## config.mk

```make
export PLATFORM = sky130hd
export DESIGN_NAME = div_hilo_ctrl_flat
export DESIGN_NICKNAME = d
export VERILOG_FILES = /design/src/rtl/div_hilo_ctrl_if.sv /design/src/rtl/div_hilo_ctrl.sv /design/src/flat_wrapper.sv
export SDC_FILE = /design/constraint.sdc
export NUM_CORES = 1
export LEC_CHECK = 0
export BUFFER_PORTS_ARGS = -buffer_cell sky130_fd_sc_hd__clkbuf_2
export CORE_ASPECT_RATIO = 1.5
export CORE_MARGIN = 2
export CORE_UTILIZATION = 45
export CTS_BUF_LIST = sky130_fd_sc_hd__clkbuf_4
export CTS_CLUSTER_SIZE = 24
export DETAILED_ROUTE_END_ITERATION = 10
export PLACE_DENSITY = 0.8
export SLEW_MARGIN = 20
export SYNTH_ARGS = -nofsm -noshare
export SYNTH_HDL_FRONTEND = slang
export SYNTH_SLANG_ARGS = --single-unit
```

## constraint.sdc

```tcl
create_clock -name clock -period 4.8 [get_ports clock]
set_input_delay 0.24 -clock clock [delete_from_list [all_inputs] [get_ports clock]]
set_output_delay 0.24 -clock clock [all_outputs]
set_load 0.02 [all_outputs]
```

## src/rtl/div_hilo_ctrl_if.sv

```systemverilog
// EX-stage side of the HI/LO divide sequencer: request, MTHI/MTLO writes,
// architectural HI/LO and the stall/complete status.
interface div_hilo_ctrl_if #(
    parameter int WIDTH = 32
);
    logic             req;
    logic             req_signed;
    logic [WIDTH-1:0] op_a;
    logic [WIDTH-1:0] op_b;
    logic             flush;
    logic             mthi;
    logic             mtlo;
    logic [WIDTH-1:0] wdata;
    logic [WIDTH-1:0] hi;
    logic [WIDTH-1:0] lo;
    logic             busy;
    logic             done;

    // Pipeline side drives requests and consumes HI/LO and status.
    modport master (
        output req, req_signed, op_a, op_b, flush, mthi, mtlo, wdata,
        input  hi, lo, busy, done
    );

    modport slave (
        input  req, req_signed, op_a, op_b, flush, mthi, mtlo, wdata,
        output hi, lo, busy, done
    );
endinterface

```

## src/rtl/div_hilo_ctrl.sv

```systemverilog
// DIV/DIVU sequencer in front of a 32-cycle unsigned restoring divider; owns HI/LO.
// Optional DIV_ZERO_BYPASS_EN: zero divisors complete in one cycle without the divider.
module div_hilo_ctrl #(
    parameter int WIDTH = 32  // the attached divider is fixed at 32 bits
) (
    input  logic               clock,
    input  logic               reset,
    div_hilo_ctrl_if.slave     ex,
    output logic [WIDTH-1:0]   o_div_dividend,
    output logic [WIDTH-1:0]   o_div_divisor,
    output logic               o_div_start,
    input  logic [2*WIDTH-1:0] i_div_z,
    input  logic               i_div_busy,
    input  logic               i_div_ready
);

`ifdef DIV_ZERO_BYPASS_EN
    typedef enum logic [1:0] {S_IDLE, S_RUN, S_ZERO} state_t;
`else
    typedef enum logic [1:0] {S_IDLE, S_RUN} state_t;
`endif

    state_t           r_state;
    logic [WIDTH-1:0] r_hi;
    logic [WIDTH-1:0] r_lo;
    logic [WIDTH-1:0] r_dividend;
    logic [WIDTH-1:0] r_divisor;
    logic             r_start;
    logic             r_busy;
    logic             r_done;
    logic             r_neg_q;
    logic             r_neg_r;
`ifdef DIV_ZERO_BYPASS_EN
    logic [WIDTH-1:0] r_zero_a;
    logic             w_b_zero;
`endif

    logic             w_accept;
    logic             w_a_neg;
    logic             w_b_neg;
    logic [WIDTH-1:0] w_mag_a;
    logic [WIDTH-1:0] w_mag_b;
    logic [WIDTH-1:0] w_div_q;
    logic [WIDTH-1:0] w_div_r;
    logic [WIDTH-1:0] w_lo_fix;
    logic [WIDTH-1:0] w_hi_fix;

    assign w_accept = ex.req & ~ex.flush;
    assign w_a_neg  = ex.req_signed & ex.op_a[WIDTH-1];
    assign w_b_neg  = ex.req_signed & ex.op_b[WIDTH-1];
    // Two's-complement negate wraps, so -2^31 keeps its bit pattern as a magnitude.
    assign w_mag_a  = w_a_neg ? -ex.op_a : ex.op_a;
    assign w_mag_b  = w_b_neg ? -ex.op_b : ex.op_b;

    assign w_div_q  = i_div_z[WIDTH-1:0];
    assign w_div_r  = i_div_z[2*WIDTH-1:WIDTH];
    assign w_lo_fix = r_neg_q ? -w_div_q : w_div_q;
    assign w_hi_fix = r_neg_r ? -w_div_r : w_div_r;

`ifdef DIV_ZERO_BYPASS_EN
    assign w_b_zero = (ex.op_b == '0);
`endif

    always_ff @(posedge clock or posedge reset) begin
        if (reset) begin
            r_state    <= S_IDLE;
            r_hi       <= '0;
            r_lo       <= '0;
            r_dividend <= '0;
            r_divisor  <= '0;
            r_start    <= 1'b0;
            r_busy     <= 1'b0;
            r_done     <= 1'b0;
            r_neg_q    <= 1'b0;
            r_neg_r    <= 1'b0;
`ifdef DIV_ZERO_BYPASS_EN
            r_zero_a   <= '0;
`endif
        end else begin
            r_done <= 1'b0;
            case (r_state)
                S_IDLE: begin
                    // MTHI/MTLO land even on an accept edge; the divide result overwrites later.
                    if (ex.mthi) r_hi <= ex.wdata;
                    if (ex.mtlo) r_lo <= ex.wdata;
                    if (w_accept) begin
                        r_neg_q    <= w_a_neg ^ w_b_neg;
                        r_neg_r    <= w_a_neg;
                        r_dividend <= w_mag_a;
                        r_divisor  <= w_mag_b;
                        r_busy     <= 1'b1;
`ifdef DIV_ZERO_BYPASS_EN
                        r_zero_a   <= ex.op_a;
                        if (w_b_zero) begin
                            r_state <= S_ZERO;
                        end else begin
                            r_start <= 1'b1;
                            r_state <= S_RUN;
                        end
`else
                        r_start    <= 1'b1;
                        r_state    <= S_RUN;
`endif
                    end
                end
                S_RUN: begin
                    if (ex.flush) begin
                        r_start <= 1'b0;
                        r_busy  <= 1'b0;
                        r_state <= S_IDLE;
                    end else if (i_div_ready) begin
                        // start is still high on this edge, which is what clears the divider.
                        r_lo    <= w_lo_fix;
                        r_hi    <= w_hi_fix;
                        r_start <= 1'b0;
                        r_busy  <= 1'b0;
                        r_done  <= 1'b1;
                        r_state <= S_IDLE;
                    end
                end
`ifdef DIV_ZERO_BYPASS_EN
                S_ZERO: begin
                    if (ex.flush) begin
                        r_busy  <= 1'b0;
                        r_state <= S_IDLE;
                    end else begin
                        r_hi    <= r_zero_a;
                        r_lo    <= '1;
                        r_busy  <= 1'b0;
                        r_done  <= 1'b1;
                        r_state <= S_IDLE;
                    end
                end
`endif
                default: begin
                    r_start <= 1'b0;
                    r_busy  <= 1'b0;
                    r_state <= S_IDLE;
                end
            endcase
        end
    end

    assign ex.hi          = r_hi;
    assign ex.lo          = r_lo;
    assign ex.busy        = r_busy;
    assign ex.done        = r_done;
    assign o_div_dividend = r_dividend;
    assign o_div_divisor  = r_divisor;
    assign o_div_start    = r_start;

    a_busy_done_excl: assert property (@(posedge clock) disable iff (reset)
        !(r_busy && r_done));

    // The divider reports ready only while its run is still marked busy.
    a_ready_in_run: assert property (@(posedge clock) disable iff (reset)
        (r_state == S_RUN && i_div_ready) |-> i_div_busy);

endmodule
```

## src/flat_wrapper.sv

```systemverilog
// flat-port wrapper written by rule: the top's interface ports become plain ports
module div_hilo_ctrl_flat 
#(
    parameter int WIDTH = 32                                             
)
  (clock, reset, o_div_dividend, o_div_divisor, o_div_start, i_div_z, i_div_busy, i_div_ready, ex_req, ex_req_signed, ex_op_a, ex_op_b, ex_flush, ex_mthi, ex_mtlo, ex_wdata, ex_hi, ex_lo, ex_busy, ex_done);
  div_hilo_ctrl_if #(.WIDTH(WIDTH)) ex_i ();
  input  logic clock;
  input  logic reset;
  output logic [WIDTH-1:0] o_div_dividend;
  output logic [WIDTH-1:0] o_div_divisor;
  output logic o_div_start;
  input  logic [2*WIDTH-1:0] i_div_z;
  input  logic i_div_busy;
  input  logic i_div_ready;
  input wire logic [$bits(ex_i.req)-1:0] ex_req;
  input wire logic [$bits(ex_i.req_signed)-1:0] ex_req_signed;
  input wire logic [$bits(ex_i.op_a)-1:0] ex_op_a;
  input wire logic [$bits(ex_i.op_b)-1:0] ex_op_b;
  input wire logic [$bits(ex_i.flush)-1:0] ex_flush;
  input wire logic [$bits(ex_i.mthi)-1:0] ex_mthi;
  input wire logic [$bits(ex_i.mtlo)-1:0] ex_mtlo;
  input wire logic [$bits(ex_i.wdata)-1:0] ex_wdata;
  output wire logic [$bits(ex_i.hi)-1:0] ex_hi;
  output wire logic [$bits(ex_i.lo)-1:0] ex_lo;
  output wire logic [$bits(ex_i.busy)-1:0] ex_busy;
  output wire logic [$bits(ex_i.done)-1:0] ex_done;
  assign ex_i.req = ex_req;
  assign ex_i.req_signed = ex_req_signed;
  assign ex_i.op_a = ex_op_a;
  assign ex_i.op_b = ex_op_b;
  assign ex_i.flush = ex_flush;
  assign ex_i.mthi = ex_mthi;
  assign ex_i.mtlo = ex_mtlo;
  assign ex_i.wdata = ex_wdata;
  assign ex_hi = ex_i.hi;
  assign ex_lo = ex_i.lo;
  assign ex_busy = ex_i.busy;
  assign ex_done = ex_i.done;
  div_hilo_ctrl #(.WIDTH(WIDTH)) u_core (.clock(clock), .reset(reset), .ex(ex_i), .o_div_dividend(o_div_dividend), .o_div_divisor(o_div_divisor), .o_div_start(o_div_start), .i_div_z(i_div_z), .i_div_busy(i_div_busy), .i_div_ready(i_div_ready));
endmodule
```

# ---- Yosys cells after proc, flatten, opt, wreduce, memory -nomap -nowiden
# Index checks and enable logic that the tools add are counted.
dict set report word_totals {
  input_bits 169
  reg_bits 134
  wordCells 54
  output_inout_bits 131
}
dict set report op_classes {
  n_addsub 4
  n_eq_ne 7
  muxes 23
  reduce_logical 6
  n_bitwise 5
}
# operator count
set op_table {}
lappend op_table {{2-to-1 mux 32 bit} 10}
lappend op_table {{negator 32 bit} 4}
lappend op_table {{case mux 32 bit (2 select lines)} 2}
lappend op_table {{!= test 2 bit, second input constant} 4}
lappend op_table {{AND reduction 4 bit} 2}
lappend op_table {{2-to-1 mux 1 bit} 6}
lappend op_table {{2-to-1 mux 2 bit} 3}
lappend op_table {{case mux 2 bit (2 select lines)} 1}
lappend op_table {{AND reduction 2 bit} 2}
lappend op_table {{AND 1 bit} 3}
lappend op_table {{!= test 3 bit, second input constant} 1}
lappend op_table {{equality test 2 x 1 -> 1 bit, second input constant} 1}
lappend op_table {{logical NOT 2 bit} 1}
lappend op_table {{!= test 2 x 1 -> 1 bit, second input constant} 1}
lappend op_table {{case mux 1 bit (2 select lines)} 1}
lappend op_table {{nonzero test 2 bit} 1}
lappend op_table {{NOT 1 bit} 1}
lappend op_table {{XOR 1 bit} 1}

# ---- Logic depth before layout (Yosys ltp)
dict set report logic_depth {
  depth_word 5
  depth_mapped 9
  mapped_depth_nobuf 8
}

# ---- Worst setup path before layout
# Ideal clock, no wire load.
dict set report synth_timing {
  path_type {input to register}
  from {input i_div_z[12]}
  to {register u_core.r_lo[30] (netlist: u_core.ex.lo[30])}
  cell_stages 7
  required_time_ps 4674
  setup_ps 126
  n_path_buf 1
  arrival_ps 2281
  setup_slack_ps 2392
  cell_sequence {or4_4 or4_4 or3_1 buf_6 nor4_4 nor3_1 a311o_1}
}
dict set report synth_via {
  elab_chain_len 5
}
# element line
set synth_lines {}
lappend synth_lines {{from (decl)} flat_wrapper.sv:13} ;# input logic [2*WIDTH-1:0] i_div_z;
lappend synth_lines {{negator 32 bit} div_hilo_ctrl.sv:57} ;# assign w_lo_fix = r_neg_q ? -w_div_q : w_div_q;
lappend synth_lines {{2-to-1 mux 32 bit} div_hilo_ctrl.sv:57}
lappend synth_lines {{2-to-1 mux 32 bit} div_hilo_ctrl.sv:111} ;# end else if (i_div_ready) begin
lappend synth_lines {{2-to-1 mux 32 bit} div_hilo_ctrl.sv:107} ;# if (ex.flush) begin
lappend synth_lines {{case mux 32 bit (2 select lines)} div_hilo_ctrl.sv:81} ;# case (r_state)
lappend synth_lines {{to (signal assigned)} div_hilo_ctrl.sv:85} ;# if (ex.mtlo) r_lo <= ex.wdata;
lappend synth_lines {{to (signal assigned)} div_hilo_ctrl.sv:113} ;# r_lo <= w_lo_fix;
lappend synth_lines {{to (decl)} div_hilo_ctrl.sv:25} ;# logic [WIDTH-1:0] r_lo;
# No other way between the ends. The select of a mux whose other input is x is not followed.
# A chain may end at the register's enable or synchronous reset.

==> impl_metrics.py <==
metrics = {
    "outcome": {
        "status": "finished clean",
    },
    "clock_tree": {
        "tritoncts": "yes",
        "h-tree-depth": 4,
        "cts_buffers": 17,
        "clock-sinks": 132,
        "clk-insertion-delay-late_ns": 0.53,
        "cts_resized": 0,
        "clk_path_buf_depth": 2,
        "post_cts_buffers": 0,
        "clk_pin_slew_ns": 0.13,
        "cts-root-buf": "clkbuf_4",
    },
    "grt": {
        "grt_util_all_layers": 0.298,
        "grt_pass1_vias": 8137,
        "gr-total-overflow": 0,
        "grt_max_degree": 88,
        "antenna_found_initial": 1,
        "grt_pass1_wl_microns": 43000,
    },
    "synthesis": {
        "yosys_most_used_dff": "dfrtp_1",
        "synth_edf_count": 0,
        "synth_area_leaders": "dfrtp_1, xor2_1, o21ai_0",
        "synth_area_sq_um": 7760,
        "yosys.area.top_type": "dfrtp_1",
        "postSynthAreaPerCell_sq_um": 8.86,
        "async_flop_share": 1.00,
        "yosysMostFrequentCell": "dfrtp_1",
        "synthCells": 876,
        "ys_seq_elements": 132,
        "ys.warnings.count": 0,
        "yosysSeqAreaShare": 0.425,
        "yosys.area.top_type_share": 0.425,
        "ys_types": 50,
        "synthesis.nets": 1049,
        "synth_common_cells": "dfrtp_1, o21ai_0, nand2_1",
    },
    "setup_path": {
        "r2r_cells": 5,
        "path_max_fanout": 87,
        "crit_chain": "or3b_4 -> buf_4 -> nor2_1 -> a311oi_1 -> dlygate4sd3_1",
        "required_ns": 5.27,
        "crit_path_start_kind": "flip-flop",
        "slowest_stage": "or3b_4",
        "worstPathArrival_ns": 3.37,
        "critPathKind": "flip-flop to flip-flop",
        "critPathMaxStageDelay_ns": 0.81,
        "endpoint_kind": "flip-flop",
    },
    "timing": {
        "skew_ns": 0.0172,
        "finalSetupViolCount": 0,
        "period_share": 0.606,
        "hold_slack_ns": 0.0449,
        "setup_slack_ns": 1.89,
        "hold_viol": 0,
        "rsz0062_at_grt": "false",
        "final.min_clock_period_ns": 2.91,
        "worst_pin_slew_ns": 1.12,
        "timing.slew.headroom": 0.255,
        "timing.fmax_ghz": 0.344,
        "setup-tns-final_ns": 0,
        "slew_violations": 0,
    },
    "finish": {
        "register_area_sq_um": 3300,
        "area_delta_synth_final_pct": 30.6,
        "nFillCells": 1477,
        "finalNetCount": 1370,
        "multi_input_comb_area_sq_um": 4220,
        "drive_gt1_frac": 0.288,
    },
    "place": {
        "dp_hpwl_microns": 20500,
        "portBuffers": 298,
        "post-place-ws_ns": 2.05,
        "finalWeightedCongestion": 0.938,
    },
    "power": {
        "powerDensity_nw_per_um2": 337,
        "peakVddDrop_mv": 0.194,
        "p_leak_uw": 0.00467,
    },
    "floorplan": {
        "fp.dieArea_sq_um": 18300,
        "ioPinCount": 300,
        "die_h_microns": 165,
        "initial_core_util": 0.461,
        "rows": 58,
        "core_area_sq_um": 16800,
        "die_w_microns": 111,
    },
    "worst_hold_path": {
        "holdCritPathClass": "input port to flip-flop",
        "holdPathStages": 3,
    },
    "drt": {
        "via_per_inst": 5.71,
        "via_count": 8118,
        "wl_per_cell_microns": 19.5,
        "drt_first_pass_iters": 5,
        "drcViolationCount": 0,
        "drtIter0Drc": 472,
        "drt-total-wl_microns": 27700,
        "ant_nets": 0,
    },
    "run": {
        "drv_cap": 0,
    },
}
-- final timing paths --
kind	endpoint	start	slack (ns)
min in group asynchronous	u_core.ex.hi[21]$_DFFE_PP0P_	reset	0.41
setup / recovery	u_core.o_div_divisor[31]$_DFFE_PP0P_	u_core.o_div_start$_DFFE_PP0P_	1.89
hold / removal	u_core.o_div_divisor[11]$_DFFE_PP0P_	ex_op_b[11]	0.04
max in group asynchronous	u_core.ex.lo[17]$_DFFE_PP0P_	reset	3.14
hold reg to reg	u_core.ex.hi[10]$_DFFE_PP0P_	u_core.ex.hi[10]$_DFFE_PP0P_	0.49
setup reg to reg	u_core.o_div_divisor[31]$_DFFE_PP0P_	u_core.o_div_start$_DFFE_PP0P_	1.89
-- power by group --
part	leakage [uW]	switching (uW)	internal, uW
sequential	0.00160	151	1310
clock	0.000159	429	371
combinational	0.00291	729	423
total	0.00467	1310	2100
-- timing repair --
| item | CTS | global route |
|---|---|---|
| hold endpoints to repair | 105 | 1 |
| endpoints found under the setup margin | 0 | 0 |
| hold buffers | 44 | 1 |
-- critical path: cells and delay by family, from the launching register on --
kind            cells  cell delay (ns)
compound gates      1             0.19
buf+inv             2             1.04
flops               1             0.73
simple gates        2             0.88
-- placed cells by master, fill, tap and decap left out, types with 23 or more instances in the layout --
cell and instances:
a21oi_1 42, clkbuf_2 298, dfrtp_1 131, dlygate4sd3_1 45, nand2_1 103, nor2_1 56
o21ai_0 126, o31ai_1 23, xnor2_1 38, xor2_1 76
-- per-layer routing --
| metal | part of all wire | vias to the layer above | track usage |
|---|---|---|---|
| met5 | 0 | - | 0 |
| met1 | 0.36 | 3872 | 0.324 |
| met3 | 0.074 | 59 | 0.0767 |
| met2 | 0.52 | 379 | 0.541 |
| li1 | - | 3808 | - |
| met4 | 0.045 | 0 | 0.146 |
-- final cells by class --
| cell class | count | share of cell area |
|---|---|---|
| multi-input cells | 682 | 0.417 |
| flip-flops and latches | 132 | 0.326 |
| repair buffers | 352 | 0.198 |
| well taps | 210 | 0.0259 |
| clock buffers | 20 | 0.0148 |
| clock inverters | 12 | 0.0136 |
| inverters | 12 | 0.00469 |
| diodes | 1 | 0.000247 |
-- metrics by stage --
stage	area, sq um	std cells	utilization	power [uW]
3_3_place_gp	9400	1343	0.558	2570
5_1_grt	10100	1421	0.602	3600
2_1_floorplan	7760	876	-	2120
4_1_cts	10100	1419	0.601	3430
6_report	10100	1421	0.602	3410
3_5_place_dp	9400	1343	0.558	2600
-- logic make-up after synthesis --
group	synth area share
buffers and inverters	0.0316
AOI/OAI and AO/OA	0.223
muxes	0.00532
DFF	0.425
adders and majority gates	0.00645
and+or+nand+nor	0.179
xor gates and xnor gates	0.129
-- sequential cells by signal (all words and copies together), names as in the netlist --
name	count
u_core.o_div_start	1
u_core.ex.hi	32
u_core.ex.done	1
u_core.r_neg_q	1
u_core.r_neg_r	1
u_core.o_div_divisor	32
u_core.o_div_dividend	32
u_core.ex.lo	32
No activity file was read; power rests on OpenSTA's default activity.
